$ cat config.mk
export PLATFORM = sky130hd
export DESIGN_NAME = event_trigger_select_flat
export DESIGN_NICKNAME = d
export VERILOG_FILES = /design/src/rtl/event_trigger_select_pkg.sv /design/src/rtl/event_trigger_select_if.sv /design/src/rtl/event_trigger_select_prescaler.sv /design/src/rtl/event_trigger_select.sv /design/src/flat_wrapper.sv
export SDC_FILE = /design/constraint.sdc
export NUM_CORES = 1
export LEC_CHECK = 0
export ABC_AREA = 1
export CAP_MARGIN = 40
export CORE_UTILIZATION = 28
export DETAILED_ROUTE_END_ITERATION = 12
export PLACE_DENSITY_LB_ADDON = 0.15
export SYNTH_ARGS = -nofsm -noshare
export SYNTH_HDL_FRONTEND = slang
export SYNTH_SLANG_ARGS = --single-unit
$ cat constraint.sdc
create_clock -name evrClk -period 2.1 [get_ports evrClk]
set_input_delay 0.21 -clock evrClk [delete_from_list [all_inputs] [get_ports evrClk]]
set_output_delay 0.21 -clock evrClk [all_outputs]
set_load 0.01 [all_outputs]
$ cat src/rtl/event_trigger_select_pkg.sv
`default_nettype none
// ============================================================================
// Package     : event_trigger_pkg
// Description : Shared definitions for the event trigger selector. Holds the
//               config opcodes, the FSM state encoding, the cfgData field
//               positions and the state-entry helper used after a select or
//               re-arm write.
// Ports       : none (package)
// Options     : EVENT_TRIGGER_COUNT_EN (consumed by the interface and top)
// Revision    : 1.0  initial release
// ============================================================================
package event_trigger_pkg;

  // Config opcodes carried in cfgData[31:30]
  localparam logic [1:0] OP_SELECT   = 2'd0;
  localparam logic [1:0] OP_PRESCALE = 2'd1;
  localparam logic [1:0] OP_HOLDOFF  = 2'd2;
  localparam logic [1:0] OP_REARM    = 2'd3;

  // cfgData field positions
  localparam int CFG_OP_MSB      = 31;
  localparam int CFG_OP_LSB      = 30;
  localparam int CFG_CODE_LSB    = 0;
  localparam int CFG_ENABLE_BIT  = 8;
  localparam int CFG_HBALIGN_BIT = 9;
  localparam int CFG_VALUE_LSB   = 0;

  typedef enum logic [1:0] {
    S_DISABLED = 2'd0,
    S_WAIT_HB  = 2'd1,
    S_ARMED    = 2'd2,
    S_HOLDOFF  = 2'd3
  } state_t;

  // State entered after a select or re-arm write.
  function automatic state_t entry_state(input logic enable, input logic hbAlign);
    state_t s;
    if (!enable) begin
      s = S_DISABLED;
    end else if (hbAlign) begin
      s = S_WAIT_HB;
    end else begin
      s = S_ARMED;
    end
    return s;
  endfunction

endpackage : event_trigger_pkg
`default_nettype wire

$ cat src/rtl/event_trigger_select_if.sv
`default_nettype none
// ============================================================================
// Interface   : event_trigger_select_if
// Description : Event stream, config bus and trigger outputs of the event
//               trigger selector, bundled for a single-port hookup.
// Signals     : evrCode/evrCodeValid  decoded event code stream
//               evrHBstrobe           heartbeat strobe
//               cfgStrobe/cfgData     synchronised config write
//               triggerStrobe/armed   outputs to the pulse driver
//               triggerCount          only with EVENT_TRIGGER_COUNT_EN
// Modports    : master (stimulus side), slave (event_trigger_select)
// Options     : EVENT_TRIGGER_COUNT_EN adds triggerCount and COUNT_WIDTH
// Revision    : 1.0  initial release
// ============================================================================
interface event_trigger_select_if #(
  parameter int EVCODE_WIDTH = 8
`ifdef EVENT_TRIGGER_COUNT_EN
  , parameter int COUNT_WIDTH = 32
`endif
);

  logic [EVCODE_WIDTH-1:0] evrCode;
  logic                    evrCodeValid;
  logic                    evrHBstrobe;
  logic                    cfgStrobe;
  logic [31:0]             cfgData;
  logic                    triggerStrobe;
  logic                    armed;
`ifdef EVENT_TRIGGER_COUNT_EN
  logic [COUNT_WIDTH-1:0]  triggerCount;
`endif

  modport master (
    output evrCode,
    output evrCodeValid,
    output evrHBstrobe,
    output cfgStrobe,
    output cfgData,
    input  triggerStrobe,
    input  armed
`ifdef EVENT_TRIGGER_COUNT_EN
    , input triggerCount
`endif
  );

  modport slave (
    input  evrCode,
    input  evrCodeValid,
    input  evrHBstrobe,
    input  cfgStrobe,
    input  cfgData,
    output triggerStrobe,
    output armed
`ifdef EVENT_TRIGGER_COUNT_EN
    , output triggerCount
`endif
  );

endinterface : event_trigger_select_if
`default_nettype wire

$ cat src/rtl/event_trigger_select_prescaler.sv
`default_nettype none
// ============================================================================
// Module      : event_trigger_prescaler
// Description : Match prescaler. Fires on every (N+1)th qualified match,
//               where N is the prescale value captured at the last reload.
// Ports       : evrClk      clock
//               evrReset    synchronous active-high reset
//               load_i      reload count from prescale_i (select/re-arm)
//               match_i     qualified match (armed, no config write)
//               prescale_i  current prescale setting
//               fire_o      this match fires the trigger
// Revision    : 1.0  initial release
// ============================================================================
module event_trigger_prescaler #(
  parameter int PRESCALE_WIDTH = 16
) (
  input  logic                      evrClk,
  input  logic                      evrReset,
  input  logic                      load_i,
  input  logic                      match_i,
  input  logic [PRESCALE_WIDTH-1:0] prescale_i,
  output logic                      fire_o
);

  logic [PRESCALE_WIDTH-1:0] count_q;
  logic [PRESCALE_WIDTH-1:0] count_d;

  assign fire_o = match_i && (count_q == '0);

  always_comb begin
    count_d = count_q;
    if (load_i) begin
      count_d = prescale_i;
    end else if (match_i) begin
      // Reload on fire so the next prescale setting takes effect here.
      if (count_q == '0) begin
        count_d = prescale_i;
      end else begin
        count_d = count_q - PRESCALE_WIDTH'(1);
      end
    end
  end

  always_ff @(posedge evrClk) begin
    if (evrReset) begin
      count_q <= '0;
    end else begin
      count_q <= count_d;
    end
  end

endmodule : event_trigger_prescaler
`default_nettype wire

$ cat src/rtl/event_trigger_select.sv
`default_nettype none
// ============================================================================
// Module      : event_trigger_select
// Description : Matches one programmable event code in the decoded EVR
//               stream and issues a single-cycle triggerStrobe after prescale,
//               holdoff and optional heartbeat alignment. Config writes are
//               already in the evrClk domain.
// Ports       : evrClk    EVR parallel clock (sole clock)
//               evrReset  synchronous active-high reset
//               bus       event_trigger_select_if.slave: evrCode,
//                         evrCodeValid, evrHBstrobe, cfgStrobe, cfgData in;
//                         triggerStrobe, armed (, triggerCount) out
// Options     : EVENT_TRIGGER_COUNT_EN adds a saturating triggerCount
// Revision    : 1.0  initial release
// ============================================================================
module event_trigger_select
  import event_trigger_pkg::*;
#(
  parameter int EVCODE_WIDTH   = 8,
  parameter int PRESCALE_WIDTH = 16,
  parameter int HOLDOFF_WIDTH  = 20
`ifdef EVENT_TRIGGER_COUNT_EN
  , parameter int COUNT_WIDTH  = 32
`endif
) (
  input  logic                   evrClk,
  input  logic                   evrReset,
  event_trigger_select_if.slave  bus
);

  // --------------------------------------------------------------------------
  // Config decode and registers
  // --------------------------------------------------------------------------
  logic [1:0] w_op;
  logic       w_cfgSelect;
  logic       w_cfgRearm;
  logic       w_reload;
  logic       w_unused_cfg;

  assign w_op        = bus.cfgData[CFG_OP_MSB:CFG_OP_LSB];
  assign w_cfgSelect = bus.cfgStrobe && (w_op == OP_SELECT);
  assign w_cfgRearm  = bus.cfgStrobe && (w_op == OP_REARM);
  assign w_reload    = w_cfgSelect || w_cfgRearm;
  assign w_unused_cfg = ^bus.cfgData[CFG_OP_LSB-1:HOLDOFF_WIDTH];

  logic [EVCODE_WIDTH-1:0]   eventCode_q;
  logic                      enable_q;
  logic                      hbAlign_q;
  logic [PRESCALE_WIDTH-1:0] prescale_q;
  logic [HOLDOFF_WIDTH-1:0]  holdoff_q;

  always_ff @(posedge evrClk) begin
    if (evrReset) begin
      eventCode_q <= '0;
      enable_q    <= 1'b0;
      hbAlign_q   <= 1'b0;
      prescale_q  <= '0;
      holdoff_q   <= '0;
    end else if (bus.cfgStrobe) begin
      unique case (w_op)
        OP_SELECT: begin
          eventCode_q <= bus.cfgData[CFG_CODE_LSB +: EVCODE_WIDTH];
          enable_q    <= bus.cfgData[CFG_ENABLE_BIT];
          hbAlign_q   <= bus.cfgData[CFG_HBALIGN_BIT];
        end
        OP_PRESCALE: prescale_q <= bus.cfgData[CFG_VALUE_LSB +: PRESCALE_WIDTH];
        OP_HOLDOFF:  holdoff_q  <= bus.cfgData[CFG_VALUE_LSB +: HOLDOFF_WIDTH];
        default: ;
      endcase
    end
  end

  // A select write decides the entry state from the incoming bits; a re-arm
  // write reuses the stored enable/hbAlign.
  state_t w_entryState;
  assign w_entryState = entry_state(
    w_cfgSelect ? bus.cfgData[CFG_ENABLE_BIT]  : enable_q,
    w_cfgSelect ? bus.cfgData[CFG_HBALIGN_BIT] : hbAlign_q);

  // --------------------------------------------------------------------------
  // Match qualification and prescaler
  // --------------------------------------------------------------------------
  state_t state_q;
  state_t state_d;
  logic   w_match;
  logic   w_matchArmed;
  logic   w_fire;

  // Code 0 is reserved and never matches.
  assign w_match = bus.evrCodeValid && (bus.evrCode == eventCode_q)
                   && (eventCode_q != '0);

  // Any config write in the same cycle takes precedence over a match.
  assign w_matchArmed = w_match && (state_q == S_ARMED) && !bus.cfgStrobe;

  event_trigger_prescaler #(
    .PRESCALE_WIDTH (PRESCALE_WIDTH)
  ) u_prescaler (
    .evrClk     (evrClk),
    .evrReset   (evrReset),
    .load_i     (w_reload),
    .match_i    (w_matchArmed),
    .prescale_i (prescale_q),
    .fire_o     (w_fire)
  );

  // --------------------------------------------------------------------------
  // Trigger FSM
  // --------------------------------------------------------------------------
  logic [HOLDOFF_WIDTH-1:0] holdoffCount_q;
  logic [HOLDOFF_WIDTH-1:0] holdoffCount_d;
  logic                     triggerStrobe_q;

  always_comb begin
    state_d        = state_q;
    holdoffCount_d = holdoffCount_q;

    unique case (state_q)
      S_DISABLED: ;
      S_WAIT_HB: begin
        if (bus.evrHBstrobe) begin
          state_d = S_ARMED;
        end
      end
      S_ARMED: begin
        // holdoff-1 makes the block deaf for exactly holdoff cycles.
        if (w_fire && (holdoff_q != '0)) begin
          state_d        = S_HOLDOFF;
          holdoffCount_d = holdoff_q - HOLDOFF_WIDTH'(1);
        end
      end
      S_HOLDOFF: begin
        if (holdoffCount_q == '0) begin
          state_d = S_ARMED;
        end else begin
          holdoffCount_d = holdoffCount_q - HOLDOFF_WIDTH'(1);
        end
      end
      default: state_d = S_DISABLED;
    endcase

    // Select/re-arm aborts holdoff and restarts from the entry state.
    if (w_reload) begin
      state_d        = w_entryState;
      holdoffCount_d = '0;
    end
  end

  always_ff @(posedge evrClk) begin
    if (evrReset) begin
      state_q         <= S_DISABLED;
      holdoffCount_q  <= '0;
      triggerStrobe_q <= 1'b0;
    end else begin
      state_q         <= state_d;
      holdoffCount_q  <= holdoffCount_d;
      triggerStrobe_q <= w_fire;
    end
  end

  assign bus.triggerStrobe = triggerStrobe_q;
  assign bus.armed         = (state_q == S_ARMED);

  // --------------------------------------------------------------------------
  // Optional trigger counter
  // --------------------------------------------------------------------------
`ifdef EVENT_TRIGGER_COUNT_EN
  logic [COUNT_WIDTH-1:0] triggerCount_q;

  // Counts alongside the strobe register; a fire never coincides with a
  // re-arm because config writes block matches.
  always_ff @(posedge evrClk) begin
    if (evrReset || w_cfgRearm) begin
      triggerCount_q <= '0;
    end else if (w_fire && (triggerCount_q != '1)) begin
      triggerCount_q <= triggerCount_q + COUNT_WIDTH'(1);
    end
  end

  assign bus.triggerCount = triggerCount_q;
`endif

endmodule : event_trigger_select
`default_nettype wire
$ cat src/flat_wrapper.sv
// flat-port wrapper written by rule: the top's interface ports become plain ports
module event_trigger_select_flat import event_trigger_pkg::*;
#(
  parameter int EVCODE_WIDTH   = 8,
  parameter int PRESCALE_WIDTH = 16,
  parameter int HOLDOFF_WIDTH  = 20

)
  (evrClk, evrReset, bus_evrCode, bus_evrCodeValid, bus_evrHBstrobe, bus_cfgStrobe, bus_cfgData, bus_triggerStrobe, bus_armed);
  event_trigger_select_if #(.EVCODE_WIDTH(EVCODE_WIDTH)) bus_i ();
  input  logic evrClk;
  input  logic evrReset;
  input wire logic [$bits(bus_i.evrCode)-1:0] bus_evrCode;
  input wire logic [$bits(bus_i.evrCodeValid)-1:0] bus_evrCodeValid;
  input wire logic [$bits(bus_i.evrHBstrobe)-1:0] bus_evrHBstrobe;
  input wire logic [$bits(bus_i.cfgStrobe)-1:0] bus_cfgStrobe;
  input wire logic [$bits(bus_i.cfgData)-1:0] bus_cfgData;
  output wire logic [$bits(bus_i.triggerStrobe)-1:0] bus_triggerStrobe;
  output wire logic [$bits(bus_i.armed)-1:0] bus_armed;
  assign bus_i.evrCode = bus_evrCode;
  assign bus_i.evrCodeValid = bus_evrCodeValid;
  assign bus_i.evrHBstrobe = bus_evrHBstrobe;
  assign bus_i.cfgStrobe = bus_cfgStrobe;
  assign bus_i.cfgData = bus_cfgData;
  assign bus_triggerStrobe = bus_i.triggerStrobe;
  assign bus_armed = bus_i.armed;
  event_trigger_select #(.EVCODE_WIDTH(EVCODE_WIDTH), .PRESCALE_WIDTH(PRESCALE_WIDTH), .HOLDOFF_WIDTH(HOLDOFF_WIDTH)) u_core (.evrClk(evrClk), .evrReset(evrReset), .bus(bus_i));
endmodule
==> flow_metrics.tcl, run 1 <==
set metrics [dict create \
    setup_viol 0 \
    grt_pass1_wl_mm 23.16 \
    fmax_ghz 0.5188 \
    routed_wl_mm 14.12 \
    ys_seq_area_frac 0.3451 \
    first_iter_violations 205 \
    clk_path_buf_depth 2 \
    synth-edff-count 0 \
    crit_chain "buf_4 > nand3_1 > nand2_1 > inv_1 > ha_1 > buf_4 > nand3_1 > inv_1 > nand3b_1 > nand2_1 > nor2_1 > nor2_1" \
    viasPerCell 4.480 \
    final_cell_mix "nand2_1 (180), nor2_1 (113), inv_1 (101)" \
    overflow 0 \
    area_growth_pct 22.63 \
    antenna_found_initial 0 \
    final_common_cell "nand2_1" \
    critPathKind "flip-flop to flip-flop" \
    yosysTopAreaCell "dfxtp_1" \
    ant_nets 0 \
    htree_num_levels 3 \
    antennaDiodeCount 0 \
    relSlewSlack 0.6516 \
    worstSetupStartpointType "flip-flop" \
    timing.final.crit_period_ns 1.928 \
    dp_hpwl_mm 10.76 \
    arrival_ns 2.17 \
    final_max_slew_viol_count 0 \
    syn_nets 832 \
    cts_sinks 85 \
    drc 0 \
    netlist_area_um2 4931 \
    fin_tns_setup_ns 0 \
    cts_setup_buffers 0 \
    drive_gt1_frac 0.09762 \
    wire_per_inst_um 13.26 \
    grt_max_degree 41 \
    syn-instance-count 784 \
    leakage_nw 2.752 \
    fin_crit_sh 0.9179 \
    crit_required_ns 2.35 \
    clock_latency_ns 0.36 \
    final_hold_viol_count 0 \
    tritoncts "built" \
    cpPeakStageDelay_ns 0.37 \
    path_clk_slew_ns 0.07 \
    cts-root-buf "clkbuf_16" \
    yosysUniqueCellTypes 33 \
    rsz0062_at_grt "false" \
    fin_util 0.3508 \
    ir_drop_mv 0.4551 \
    final_nets 883 \
    cts_buffers 9 \
    synthArstFlopShare 0 \
    first_pass_iters 4 \
    syn_avg_cell_area_um2 6.290 \
    cp_slowest_cell "dfxtp_1" \
    crit_fanout 16 \
    multi_input_area_um2 2673 \
    yosysTopAreaCellShare 0.3451 \
    end_kind "flip-flop" \
    synth_flop_cell "dfxtp_1" \
    synth_area_leaders "dfxtp_1 (35%), nand2_1 (14%), nor2_1 (8.6%)" \
    p_per_area_nw_per_um2 782.1 \
    coreArea_um2 17240 \
    die-area_um2 18150 \
    worstMarginPinSlew_ns 0.5207 \
    io-pin-count 47 \
    drv_cap 0 \
    start_util 0.2861 \
    die_width_um 134.7 \
    grt_pass1_vias 4544 \
    status "finished, final reports clean" \
    final.setup_skew_ns 0.01228 \
    grt_usage 0.1649 \
    regArea_um2 1702 \
    hold_class "flip-flop to flip-flop" \
    fill_cells 1865 \
    ys_warn_count 0 \
    num_vias 4771 \
    yosys_register_bits 85 \
    globalplace.congestion 0.8519 \
    rows 48 \
    io_buffers 36 \
    die_y_um 134.7 \
]
-- final cells by class --
| cell class | instances | area share |
|---|---|---|
| clock inverter | 6 | 0.01552 |
| tap | 225 | 0.04655 |
| multi-input combinational | 562 | 0.4420 |
| clock buffer | 10 | 0.03952 |
| sequential | 85 | 0.2814 |
| timing repair buffer | 70 | 0.1080 |
| inverter | 107 | 0.06704 |
-- state kept, by name (all words and copies together) (netlist names) --
| name | cells |
|---|---|
| u_core.eventCode_q | 8 |
| u_core.holdoff_q | 20 |
| u_core.bus.triggerStrobe | 1 |
| u_core.hbAlign_q | 1 |
| u_core.prescale_q | 16 |
| u_core.u_prescaler.count_q | 16 |
| u_core.enable_q | 1 |
| u_core.holdoffCount_q | 20 |
| u_core.state_q | 2 |
-- synthesized netlist by cell type (all sizes together), types with 2 or more instances --
cell    number
nor4         3
nor3         3
o21ai       86
nand2      185
ha           3
clkbuf      16
xor2        11
clkinv       2
a21oi       60
inv        105
or2          2
nand3       61
nand4        9
o211ai       4
dfxtp       85
nand3b       4
xnor2        5
buf         14
nor2       125
-- timing repair --
| item | in CTS | in global routing |
|---|---|---|
| setup endpoints to repair | 0 | 5 |
| gates resized for setup | 0 | 3 |
| hold buffers | 0 | 0 |
-- logic make-up (layout without fill, tap and decap cells) --
group | Yosys count | in the layout | synth area share
xor gates and xnor gates | 16 | 16 | 0.02842
and+or+nand+nor | 392 | 392 | 0.3446
DFF | 85 | 85 | 0.3451
AOI/OAI and AO/OA | 151 | 151 | 0.1588
adders and majority gates | 3 | 3 | 0.007613
buffers and inverters | 137 | 193 | 0.1155
-- through the flow --
stage	std cells	cell area (um^2)	hold slack, ns	worst slack, ns	total power [W]
floorplan	784	4931	0.2791	0.2633	0.002569
global placement	1049	5702	0.4377	0.02575	0.002950
detailed placement	1049	5702	0.4424	0.03564	0.002949
CTS	1065	6035	0.4514	0.1458	0.004791
global route	1065	6047	0.4727	0.01087	0.005020
finish	1065	6047	0.4474	0.1723	0.004729
-- critical path: cells and delay by family, from the launching register on --
kind / cells / cell delay, ns
adder cells (fa/ha/maj): 1 / 0.21
buffers and inverters: 4 / 0.55
flip-flops: 1 / 0.37
AND/OR/NAND/NOR: 7 / 0.69
-- where the power goes --
group          leakage [nW]  total, W  switching (W)  internal, W
logic                  1.90   0.00116       0.000709     0.000451
registers             0.693   0.00175      0.0000603      0.00169
clock network         0.160   0.00182       0.000729      0.00109
-- routing by layer --
metal	share of wire	vias to the layer above	GRT usage
li1	-	2602	-
met3	0.027	8	0.03716
met1	0.50	2107	0.2093
met2	0.47	54	0.2812
met4	0.0092	0	0.04057
met5	0	-	0
-- path summary, 6_finish.rpt --
check	slack (ns)	to	depth (start not counted)	from
worst max-delay path	0.17	u_core.holdoffCount_q[14]	12	u_core.state_q[0]
worst min-delay path	0.45	u_core.prescale_q[8]	2	u_core.prescale_q[8]
worst max register to register	0.17	u_core.holdoffCount_q[14]	12	u_core.state_q[0]
worst min register to register	0.45	u_core.prescale_q[8]	2	u_core.prescale_q[8]
(Power assumes the default switching activity.)
==> run 2, diff against run 1 <==
Settings changed: MAX_ROUTING_LAYER set to met4, SYNTH_HIERARCHICAL set to 1.
==> run 2 against run 1 <==
  * The run now ends with negative setup slack left
  * Maximum frequency fell by 9.5%
  * Register-to-register slack worse by 0.20 ns
  * Sequential power hardly changed
  * Cell count rose by 3.7%
  * Die area rose by 0.33%
  * Sequential share of layout area down 1.5 points
  * Via count is 5.8% higher
  * Final area up 5.7%
  * Largest power group is now sequential cells
==> flow_metrics.tcl, run 2 <==
set metrics [dict create \
    globalplace.congestion 0.8529 \
    violations "negative setup slack" \
    grt_max_degree 41 \
    cp_slowest_cell "dfxtp_2" \
    power_w 0.004685 \
    start_util 0.2860 \
    ant_nets 0 \
    syn-instance-count 798 \
    drv_cap 0 \
    hold-worst-slack_ns 0.4425 \
    relSlewSlack 0.6801 \
    dpl_cell_area_um2 5899 \
    crit_family "simple AND/OR/NAND/NOR gates" \
    overflow 0 \
    syn_nets 846 \
    antenna_found_initial 0 \
    final.setup_skew_ns 0.009140 \
    hold_buffers 0 \
    die_width_um 134.9 \
    path_buf_inv 4 \
    yosys.cell_count.top_type "nand2_1" \
    wire_per_inst_um 13.60 \
    met1_length_mm 7.881 \
    final_hold_viol_count 0 \
    crit_required_ns 2.35 \
    fmax_ghz 0.4694 \
    viasPerCell 4.573 \
    critPathKind "flip-flop to flip-flop" \
    cts-root-buf "clkbuf_16" \
    crit_fanout 7 \
    p_per_area_nw_per_um2 732.9 \
    netlist_area_um2 4947 \
    io-pin-count 47 \
    first_iter_violations 288 \
    fin_crit_sh 1.015 \
    ys_seq_area_frac 0.3440 \
    area_growth_pct 29.21 \
    reg2reg_from "u_core/state_q[1]" \
    largestRegisters "u_core/holdoffCount_q (20), u_core/holdoff_q (20)" \
    die_y_um 134.9 \
    dp_hpwl_mm 11.18 \
    leakage_nw 2.895 \
    setup_viol 10 \
    worstSetupStartpointType "flip-flop" \
    num_vias 5049 \
    drc 0 \
    clk_path_buf_depth 2 \
    status "finished with violations" \
    synth_flop_cell "dfxtp_1" \
    yosysTopAreaCell "dfxtp_1" \
    htree_num_levels 3 \
    yosysUniqueCellTypes 34 \
    tritoncts "built" \
    final_cell_mix "nand2_1 (167), inv_1 (112), nor2_1 (102)" \
    ys_warn_count 6 \
    grt_pass1_wl_mm 24.38 \
    syn_avg_cell_area_um2 6.200 \
    rsz0062_at_grt "true" \
    grt_pass1_vias 4809 \
    wl_met2_mm 6.408 \
    finish.instance_area_um2 6392 \
    synth_common_cells "nand2_1 (177), inv_1 (119), nor2_1 (111)" \
    r2r_slack_ns -0.03 \
    path_clk_slew_ns 0.07 \
    clock_latency_ns 0.36 \
    hold_class "flip-flop to flip-flop" \
    synthArstFlopShare 0 \
    cpPeakStageDelay_ns 0.33 \
    crit_chain "inv_2 > nor2_4 > inv_2 > nor4_4 > nand4_1 > nor2_2 > inv_2 > nor3_4 > nand3_2 > nand2_4 > buf_6 > nand2_2 > nor2_2 > nor2_1" \
    routed_wl_mm 15.02 \
    yosys_register_bits 85 \
    coreArea_um2 17300 \
    die-area_um2 18200 \
    cts_buffers 9 \
    antennaDiodeCount 0 \
    arrival_ns 2.38 \
    end_kind "flip-flop" \
    finalWorstSetupSlack_ns -0.03056 \
    first_pass_iters 4 \
    final_common_cell "nand2_1" \
    final_nets 922 \
    synth-edff-count 0 \
    worstMarginPinSlew_ns 0.4762 \
    ir_drop_mv 0.4034 \
    io_buffers 36 \
    grt_usage 0.1795 \
    cts_sinks 85 \
    dr_wl_met3_um 517 \
    reg2reg_depth 14 \
    hold_depth 2 \
    final_max_slew_viol_count 0 \
    worstHoldStart "u_core/prescale_q[9]" \
    yosysTopAreaCellShare 0.3440 \
    reg2reg_to "u_core/holdoffCount_q[18]" \
    timing.final.crit_period_ns 2.131 \
    rows 48 \
    drive_gt1_frac 0.1581 \
    dr.max_layer_used "met4" \
    synth_area_leaders "dfxtp_1 (34%), nand2_1 (13%), inv_1 (9.0%)" \
    hold_end "u_core/prescale_q[9]" \
    path_common_cell "inv_2" \
]
==> run 2: worst max path at each step <==
stage,startpoint,end,slack (ns),depth (start not counted)
floorplan,u_core/state_q[0],u_core/holdoffCount_q[17],0.007,15
global placement,bus_evrCode[2],u_core/holdoffCount_q[18],-0.42,15
detailed placement,bus_evrCode[2],u_core/holdoffCount_q[18],-0.46,15
CTS,u_core/eventCode_q[2],u_core/holdoffCount_q[11],-0.002,13
global route,u_core/state_q[0],u_core/holdoffCount_q[12],-0.20,15
finish,u_core/state_q[1],u_core/holdoffCount_q[18],-0.03,14
==> run 2: area by class of cell <==
cell class              count  area (um^2)
inverters                 121        456.7
well taps                 225        281.5
fillers                  1910        10900
flip-flops and latches     85         1705
clock inverters             6        62.56
repair buffers             95        882.1
clock buffers              10        229.0
multi-input cells         562         2775
==> run 2: cell families after synthesis <==
kind of cell / after synthesis / share of synthesized area
flops: 85 / 0.3440
fa+ha+maj: 3 / 0.007588
xor+xnor: 12 / 0.02125
simple gates: 396 / 0.3477
buf+inv: 151 / 0.1229
compound gates: 151 / 0.1566
==> run 2: through the flow <==
| step | instances | setup WS, ns | util | setup TNS (ns) |
|---|---|---|---|---|
| 2_1_floorplan | 798 | 0.007269 | - | 0 |
| 3_3_place_gp | 1084 | -0.4177 | 0.3411 | -7.504 |
| 3_5_place_dp | 1084 | -0.4557 | 0.3411 | -8.528 |
| 4_1_cts | 1100 | -0.001841 | 0.3584 | -0.001841 |
| 5_1_grt | 1104 | -0.2009 | 0.3696 | -3.115 |
| 6_report | 1104 | -0.03056 | 0.3696 | -0.1798 |
==> run 2: what timing repair did <==
| item | 4_1_cts | 5_1_grt |
|---|---|---|
| buffers inserted | 0 | 2 |
| resized for setup | 3 | 50 |
| pin swaps | 1 | 28 |
| gates cloned | 0 | 2 |
| endpoints found under the setup margin | 18 | 21 |
==> run 2: routing by layer <==
layer | global-route usage | vias to the layer above
li1 | - | 2685
met1 | 0.2409 | 2273
met2 | 0.2698 | 76
met3 | 0.03979 | 15
met4 | 0.04931 | 0
met5 | - | -
==> run 2: where the power goes <==
part / internal [W] / switching [W] / leakage, nW / total (W)
Clock: 0.000923 / 0.000705 / 0.147 / 0.00163
Combinational: 0.000504 / 0.000803 / 2.05 / 0.00131
Sequential: 0.00169 / 0.0000574 / 0.694 / 0.00175
==> run 2: worst reg2reg max path, stage by stage, from the launching register on <==
cell and delay, ns:
dfxtp_2 0.33, inv_2 0.04, nor2_4 0.10, inv_2 0.06
nor4_4 0.24, nand4_1 0.13, nor2_2 0.20, inv_2 0.07
nor3_4 0.22, nand3_2 0.13, nand2_4 0.18, buf_6 0.17
nand2_2 0.05, nor2_2 0.07, nor2_1 0.05
